$ cat config.mk
export PLATFORM = sky130hd
export DESIGN_NAME = load_store_unit
export DESIGN_NICKNAME = d
export VERILOG_FILES = /design/src/rtl/load_store_unit.sv
export SDC_FILE = /design/constraint.sdc
export NUM_CORES = 1
export LEC_CHECK = 0
export BUFFER_PORTS_ARGS = -buffer_cell sky130_fd_sc_hd__buf_4
export CAP_MARGIN = 20
export CORE_MARGIN = 2
export CORE_UTILIZATION = 51
export DETAILED_ROUTE_END_ITERATION = 10
export PLACE_DENSITY = 0.87
export SYNTH_ARGS = -nofsm -noshare
export SYNTH_HDL_FRONTEND = slang
export SYNTH_SLANG_ARGS = --single-unit
$ cat constraint.sdc
create_clock -name clk -period 3.55 [get_ports clk]
set_clock_uncertainty 0.05 [all_clocks]
set_input_delay 0.1775 -clock clk [delete_from_list [all_inputs] [get_ports clk]]
set_output_delay 0.1775 -clock clk [all_outputs]
set_load 0.05 [all_outputs]
$ cat src/rtl/load_store_unit.sv
// Load/store unit: serialises word/half/byte accesses into little-endian byte
// accesses on a byte-wide synchronous memory and returns a one-cycle response.
module load_store_unit #(
  parameter int ADDR_W = 6
) (
  input  logic              clk,
  input  logic              rst,
  input  logic              req_valid,
  output logic              req_ready,
  input  logic              req_write,
  input  logic [1:0]        AU_inst_sel,
  input  logic              signed_inst,
  input  logic [ADDR_W-1:0] req_addr,
  input  logic [31:0]       req_wdata,
  output logic              resp_valid,
  output logic              resp_err,
  output logic [31:0]       resp_rdata,
  output logic              mem_en,
  output logic              mem_we,
  output logic [ADDR_W-1:0] mem_addr,
  output logic [7:0]        mem_wdata,
  input  logic [7:0]        mem_rdata
);
  typedef enum logic [1:0] {S_IDLE, S_WRITE, S_READ, S_RESP} state_t;

  localparam logic [1:0] SZ_WORD = 2'b00;
  localparam logic [1:0] SZ_HALF = 2'b01;
  localparam logic [1:0] SZ_BYTE = 2'b10;

  state_t            r_state, w_state_nxt;
  logic [1:0]        r_size;
  logic              r_signed;
  logic [ADDR_W-1:0] r_base;
  logic [31:0]       r_wdata;
  logic [1:0]        r_idx, w_idx_nxt, w_idx_inc, w_last_idx;
  logic              r_cap_en;
  logic [1:0]        r_cap_idx;
  logic [31:0]       r_rdata;

  logic              w_accept, w_req_err;
  logic              w_mem_en_nxt, w_mem_we_nxt;
  logic [ADDR_W-1:0] w_mem_addr_nxt;
  logic [7:0]        w_mem_wdata_nxt;
  logic              w_resp_valid_nxt, w_resp_err_nxt;
  logic [31:0]       w_resp_rdata_nxt;
  logic [31:0]       w_load_word, w_load_ext;

  assign req_ready = (r_state == S_IDLE);
  assign w_accept  = req_ready && req_valid;
  assign w_req_err = (AU_inst_sel == 2'b11)
                  || (AU_inst_sel == SZ_WORD && req_addr[1:0] != 2'b00)
                  || (AU_inst_sel == SZ_HALF && req_addr[0]);
  assign w_idx_inc = r_idx + 2'd1;

  // NOTE: every signal written in an always_comb gets a default first, so no latch is inferred.
  always_comb begin
    w_last_idx = 2'd0;
    case (r_size)
      SZ_WORD: w_last_idx = 2'd3;
      SZ_HALF: w_last_idx = 2'd1;
      default: w_last_idx = 2'd0;
    endcase
  end

  // The last read byte arrives on mem_rdata in the same cycle the response is formed.
  always_comb begin
    w_load_word = r_rdata;
    w_load_word[{r_cap_idx, 3'b000} +: 8] = mem_rdata;
    case (r_size)
      SZ_HALF: w_load_ext = r_signed ? {{16{w_load_word[15]}}, w_load_word[15:0]}
                                     : {16'h0000, w_load_word[15:0]};
      SZ_BYTE: w_load_ext = r_signed ? {{24{w_load_word[7]}}, w_load_word[7:0]}
                                     : {24'h000000, w_load_word[7:0]};
      default: w_load_ext = w_load_word;
    endcase
  end

  // Outputs are registered, so this process computes their values for the next cycle.
  always_comb begin
    w_state_nxt      = r_state;
    w_idx_nxt        = r_idx;
    w_mem_en_nxt     = 1'b0;
    w_mem_we_nxt     = 1'b0;
    w_mem_addr_nxt   = '0;
    w_mem_wdata_nxt  = 8'h00;
    w_resp_valid_nxt = 1'b0;
    w_resp_err_nxt   = 1'b0;
    w_resp_rdata_nxt = resp_rdata;
    case (r_state)
      S_IDLE: begin
        if (req_valid) begin
          if (w_req_err) begin
            w_state_nxt      = S_RESP;
            w_resp_valid_nxt = 1'b1;
            w_resp_err_nxt   = 1'b1;
            w_resp_rdata_nxt = 32'h0;
          end else begin
            w_state_nxt     = req_write ? S_WRITE : S_READ;
            w_idx_nxt       = 2'd0;
            w_mem_en_nxt    = 1'b1;
            w_mem_we_nxt    = req_write;
            w_mem_addr_nxt  = req_addr;
            w_mem_wdata_nxt = req_write ? req_wdata[7:0] : 8'h00;
          end
        end
      end
      S_WRITE: begin
        if (r_idx == w_last_idx) begin
          w_state_nxt      = S_RESP;
          w_resp_valid_nxt = 1'b1;
          w_resp_rdata_nxt = 32'h0;
        end else begin
          w_idx_nxt       = w_idx_inc;
          w_mem_en_nxt    = 1'b1;
          w_mem_we_nxt    = 1'b1;
          w_mem_addr_nxt  = r_base + ADDR_W'(w_idx_inc);
          w_mem_wdata_nxt = r_wdata[{w_idx_inc, 3'b000} +: 8];
        end
      end
      S_READ: begin
        if (mem_en && r_idx != w_last_idx) begin
          w_idx_nxt      = w_idx_inc;
          w_mem_en_nxt   = 1'b1;
          w_mem_addr_nxt = r_base + ADDR_W'(w_idx_inc);
        end
        if (r_cap_en && r_cap_idx == w_last_idx) begin
          w_state_nxt      = S_RESP;
          w_resp_valid_nxt = 1'b1;
          w_resp_rdata_nxt = w_load_ext;
        end
      end
      S_RESP:  w_state_nxt = S_IDLE;
      default: w_state_nxt = S_IDLE;
    endcase
  end

  // NOTE: sequential state uses non-blocking assignments so every register samples pre-edge values.
  always_ff @(posedge clk or posedge rst) begin
    if (rst) begin
      r_state    <= S_IDLE;
      r_size     <= 2'b00;
      r_signed   <= 1'b0;
      r_base     <= '0;
      r_wdata    <= 32'h0;
      r_idx      <= 2'd0;
      r_cap_en   <= 1'b0;
      r_cap_idx  <= 2'd0;
      r_rdata    <= 32'h0;
      mem_en     <= 1'b0;
      mem_we     <= 1'b0;
      mem_addr   <= '0;
      mem_wdata  <= 8'h00;
      resp_valid <= 1'b0;
      resp_err   <= 1'b0;
      resp_rdata <= 32'h0;
    end else begin
      r_state    <= w_state_nxt;
      r_idx      <= w_idx_nxt;
      mem_en     <= w_mem_en_nxt;
      mem_we     <= w_mem_we_nxt;
      mem_addr   <= w_mem_addr_nxt;
      mem_wdata  <= w_mem_wdata_nxt;
      resp_valid <= w_resp_valid_nxt;
      resp_err   <= w_resp_err_nxt;
      resp_rdata <= w_resp_rdata_nxt;
      // A read strobe this cycle means its byte is on mem_rdata next cycle.
      r_cap_en   <= mem_en && !mem_we;
      r_cap_idx  <= r_idx;
      if (w_accept) begin
        r_size   <= AU_inst_sel;
        r_signed <= signed_inst;
        r_base   <= req_addr;
        r_wdata  <= req_wdata;
        r_rdata  <= 32'h0;
      end else if (r_cap_en) begin
        r_rdata[{r_cap_idx, 3'b000} +: 8] <= mem_rdata;
      end
    end
  end
endmodule

Word-level counts from Yosys, hierarchy flattened --
Index checks and enable logic that the tools add are counted.
Operators by class: $add $sub $neg 3, eq/ne operators 17, shifts and indexed selects 3, muxes and demuxes 47, reduce and logical (&&, ||, !) cells 18
Operators by type and width (number):
- 32-bit 2-to-1 mux | 8
- 32-bit case mux with 3 select lines | 1
- 32-bit case mux with 2 select lines | 1
- 32-bit bitwise mux | 1
- 8-bit 2-to-1 mux | 4
- 8-bit by 7-bit variable shift with 32-bit output, first input constant | 1
- 32-bit by 6-bit variable part select with 8-bit output | 1
- 8-bit by 7-bit variable part select with 32-bit output | 1
- 6-bit 2-to-1 mux | 4
- 2-bit 2-to-1 mux | 9
- 6-bit case mux with 3 select lines | 1
- 8-bit case mux with 2 select lines | 1
- 2-bit inequality test, second input constant | 6
- 1-bit 2-to-1 mux | 11
- 5-bit AND reduction | 2
- 2-bit equality test, second input constant | 4
- 2-bit case mux with 4 select lines | 1
- 5-bit negator with 7-bit output | 1
- 6-bit by 2-bit adder with 6-bit output | 1
- 2-bit by 1-bit equality test with 1-bit output, second input constant | 3
- 1-bit logical AND | 6
- 2-bit logical NOT | 3
- 1-bit case mux with 3 select lines | 2
- 2-bit case mux with 3 select lines | 1
- 11 further kinds | 14
Storage, ports and cells: bits in registers 130

Logic depth before layout (Yosys ltp) --
word-level depth 7, gate-level depth with buffers 10, depth with buffers taken out 8

Worst setup path after synthesis --
Ideal clock, no wire load.
path kind reg2reg, start point register r_state[0], end point register mem_addr[2], library setup time 0.072 ns, data arrival time 2.010 ns, data required time 3.428 ns, slack 1.418 ns, stages on the path, launching flop included 9, buffers on the path 1, clock period less this slack 2.132 ns, cells stage by stage dfrtp_1 -> inv_1 -> ha_1 -> inv_1 -> nor2_1 -> and2_0 -> clkbuf_1 -> a22oi_1 -> nor2_1
On the way: cells in the longest elaborated chain, start to end 2, elaborated cells between the ends (all ways) 4, classes of those cells eq/ne: 2; mux: 1; reduce/logical: 1
RTL lines:
- start: declaration | RTL line 30 | state_t r_state, w_state_nxt;
- start signal: assignment | RTL line 157 | r_state <= w_state_nxt;
- 2-bit logical NOT
- via req_ready | RTL line 9 | output logic req_ready,
- 6-bit case mux with 3 select lines | RTL line 89 | case (r_state)
- via w_mem_addr_nxt[2] | RTL line 42 | logic [ADDR_W-1:0] w_mem_addr_nxt;
- end signal: assignment | RTL line 161 | mem_addr <= w_mem_addr_nxt;
- end: declaration | RTL line 20 | output logic [ADDR_W-1:0] mem_addr,
The timed path passes the listed nets, and every way through them passes these cells. A chain may end at the register's enable or synchronous reset.

Worst setup path after layout --
start point register r_cap_idx[0], end point register resp_rdata[5]
On the way: cells in the longest elaborated chain, start to end 7, elaborated cells between the ends (all ways) 13, classes of those cells add/sub: 1; eq/ne: 2; shift: 2; mux: 6; reduce/logical: 2
RTL lines:
- start: declaration | RTL line 37 | logic [1:0] r_cap_idx;
- start signal: assignment | RTL line 168 | r_cap_idx <= r_idx;
- 5-bit negator with 7-bit output | RTL line 68 | w_load_word[{r_cap_idx, 3'b000} +: 8] = mem_rdata;
- 8-bit by 7-bit variable part select with 32-bit output / 8-bit by 7-bit variable shift with 32-bit output (equally long branches) | RTL line 68
- 32-bit bitwise mux | RTL line 68
- 32-bit 2-to-1 mux, on equally long branches | RTL line 72, 70
- 32-bit case mux with 2 select lines | RTL line 69 | case (r_size)
- 32-bit 2-to-1 mux | RTL line 126 | if (r_cap_en && r_cap_idx == w_last_idx) begin
- 32-bit case mux with 3 select lines | RTL line 89
- end signal: assignment | RTL line 165 | resp_rdata <= w_resp_rdata_nxt;
- end: declaration | RTL line 17 | output logic [31:0] resp_rdata,
Parallel ways exist; a longest one is shown, timed or not. The select of a mux whose other input is x is not followed.

==> qor.txt <==
syn nets: 692
DR vias: 5398
die area: 0.01272 sq mm
CP Class: flop to flop
initial core utilization: 0.5262
slowest CP cell: nor4bb_1
first-pass detailed-route iteration total: 5
family with the most delay on the worst path: simple AND/OR/NAND/NOR gates
layout cell share with drive strength beyond 1: 0.2129
height of the die: 112.8 microns
CP Buf/Inv Count: 1
Setup Buffers After CTS: 0
Die Wd: 112.8 microns
Num CTS Buffers: 17
Synth Instances: 622
final hold violation count: 0
Min-Delay Path Class: input pin to flop
Boundary Pins: 104
status: finished, final reports clean
RSZ-0062 raised after global routing: no
WHS: 0.02769 ns
fin crit period: 2.550 ns
initial antenna violation count: 0
number of global-route vias before repair: 5573
DP Wirelength: 10.12 mm
Layout fillers: 763
Synth Area per Inst: 9.702 sq um
static leakage: 3.963 nW
Max Cap Violations: 0
power per cell area: 890.2 mW/mm^2
row cnt: 39
top-count cell post-synth: nand2_1
Routed WL: 16.87 mm
critical path, cell by cell: inv_1 > ha_1 > nor4bb_1 > nand2_1 > o21ai_0 > nand2_1 > o21ai_1
Max Root-Sink Buffers: 2
Tot Pwr: 0.007115 W
Slew Viols, Final: 0
final antenna diode count: 0
CP most frequent cell: nand2_1
Max IR drop VDD: 0.0005504 V
Slowest Stage Delay on Critical Path: 0.85 ns
main area contributors after synthesis: dfrtp_1 54%, nand2_1 11%, a22oi_1 3.5%, ha_1 3.3%, a221oi_1 3.2%
CTS resizes: 0
P&R area growth vs syn: 32.45%
Synth cell types: 53
clk slew on worst S/H paths: 0.06 ns
CTS Sinks: 130
ys async rst share: 1.000
slew margin rel.: 0.3441
CTS tree: done
number of port buffers: 103
grt ovf: 0
clock root buffer: clkbuf_16
CP endpoint kind: flop
Avg WL per Cell: 18.38 microns
final setup violation count: 0
most common flop cell mapped by yosys: dfrtp_1
ANT nets after route: 0
synthesized cell area: 0.006035 sq mm
largest net degree at the start of global routing: 82
Least-Margin Pin Slew: 0.9706 ns
H-tree levels: 4
setup TNS: 0 ns
Vias/cell: 5.880
Core Region: 0.01147 sq mm
DRT iter0 DRCs: 380
Yosys top cell area share: 0.5391
startpoint types: flop
first-pass GRT wire length: 27.66 mm
top cells by count, synth: 184 x nand2_1, 130 x dfrtp_1, 46 x nor2_1
CTS Hold Bufs: 41
routability congestion estimate from global placement: 0.8576
Seq/Total Area, Yosys: 0.5391
CP Max Fanout: 9
gr usage total: 0.2778
cell taking the most area after synthesis: dfrtp_1
synth warn: 0
crit path DAT: 2.84 ns
Clk Latency, worst-skew pair: 0.41 ns
Seq cells post-synth: 130
Final #Nets: 832
final cycle utilization of the critical path: 0.7184
achievable frequency: 0.3921 GHz
number of synthesized flops with an enable pin: 0
Residual DRC: 0
Worst Path Required: 3.84 ns
## area by class of cell
type,count,area (sq um),share of cell area
sequential,130,3253,0.4070
clock inverter,13,175.2,0.02192
timing repair buffer,152,1269,0.1587
multi-input combinational,425,2525,0.3159
inverter,36,138.9,0.01738
clock buffer,19,452.9,0.05667
tap,143,178.9,0.02239
## routing by layer
layer	track usage	up-vias	part of all wire
met5	0	-	0
met1	0.3373	2634	0.38
li1	-	2402	-
met2	0.4770	301	0.51
met3	0.06963	61	0.076
met4	0.1122	0	0.035
## flip-flops by register name, summed over array words and instances, names as in the netlist, 2 cells and up
signal and count:
mem_wdata 8, r_wdata 32, r_idx 2, r_size 2
r_base 6, r_cap_idx 2, r_rdata 32, resp_rdata 32
r_state 2, mem_addr 6
## path summary, 6_finish.rpt
kind / from / endpoint / slack, ns / depth (start not counted)
max: r_cap_idx[0]$_DFF_PP0_ / resp_rdata[5]$_DFFE_PP0P_ / 1.0 / 7
min: req_write / mem_we$_DFF_PP0_ / 0.03 / 3
max reg2reg: r_cap_idx[0]$_DFF_PP0_ / resp_rdata[5]$_DFFE_PP0P_ / 1.0 / 7
min reg2reg: mem_we$_DFF_PP0_ / r_cap_en$_DFF_PP0_ / 0.38 / 1
max in group asynchronous: rst / mem_en$_DFF_PP0_ / 2.28 / 5
min in group asynchronous: rst / mem_wdata[4]$_DFF_PP0_ / 0.19 / 3
## cells by family after synthesis
family / after synthesis / share of synthesized area
fa+ha+maj: 17 / 0.03649
flops: 130 / 0.5391
mux: 12 / 0.03691
compound gates: 133 / 0.1524
buf+inv: 67 / 0.04478
simple gates: 254 / 0.1773
xor+xnor: 9 / 0.01306
## metrics by stage
step | worst slack, ns | cells | utilization | instance area (sq um)
after floorplan | 1.418 | 622 | - | 6038
after detailed placement | 1.020 | 844 | 0.6047 | 6934
after CTS | 1.017 | 917 | 0.6953 | 7973
after global placement | 1.129 | 844 | 0.6047 | 6934
after global routing | 0.7018 | 918 | 0.6970 | 7993
final | 0.9997 | 918 | 0.6970 | 7993
## where the power goes
| part | internal [W] | leakage [nW] | switching, W |
|---|---|---|---|
| logic | 0.00106 | 1.94 | 0.00193 |
| registers | 0.00193 | 1.72 | 0.000340 |
| clock network | 0.00116 | 0.306 | 0.000695 |
## layout by cell type, fill, tap and decap left out, types with 2 or more instances in the layout
master / synthesis / routed
a21oi_1: 7 / 7
buf_4: 1 / 109
inv_1: 34 / 33
dfrtp_1: 130 / 130
nor2_4: 1 / 2
a22oi_1: 28 / 28
nor3_1: 2 / 2
a221oi_1: 22 / 22
ha_1: 16 / 16
nor2b_1: 7 / 7
clkinvlp_4: 0 / 2
buf_12: 0 / 2
clkbuf_16: 0 / 17
nand2_1: 184 / 184
o21ai_0: 26 / 26
o211a_1: 7 / 7
bufinv_16: 0 / 3
clkinv_1: 2 / 2
a211oi_1: 2 / 2
clkinv_4: 0 / 5
nand3_1: 2 / 2
inv_6: 0 / 2
xor2_1: 6 / 6
o22ai_1: 8 / 8
o21ai_1: 21 / 21
mux4_2: 8 / 8
a31oi_1: 2 / 2
mux2i_1: 2 / 2
dlygate4sd3_1: 0 / 41
mux2_2: 2 / 2
nor2_1: 46 / 45
xnor2_1: 3 / 3
clkbuf_8: 0 / 2
## worst min-delay path: cells and delay by family
family                 cells  cell delay [ns]
and+or+nand+nor            2             0.15
buffers and inverters      1             0.11
No activity file was read; power rests on OpenSTA's default activity.
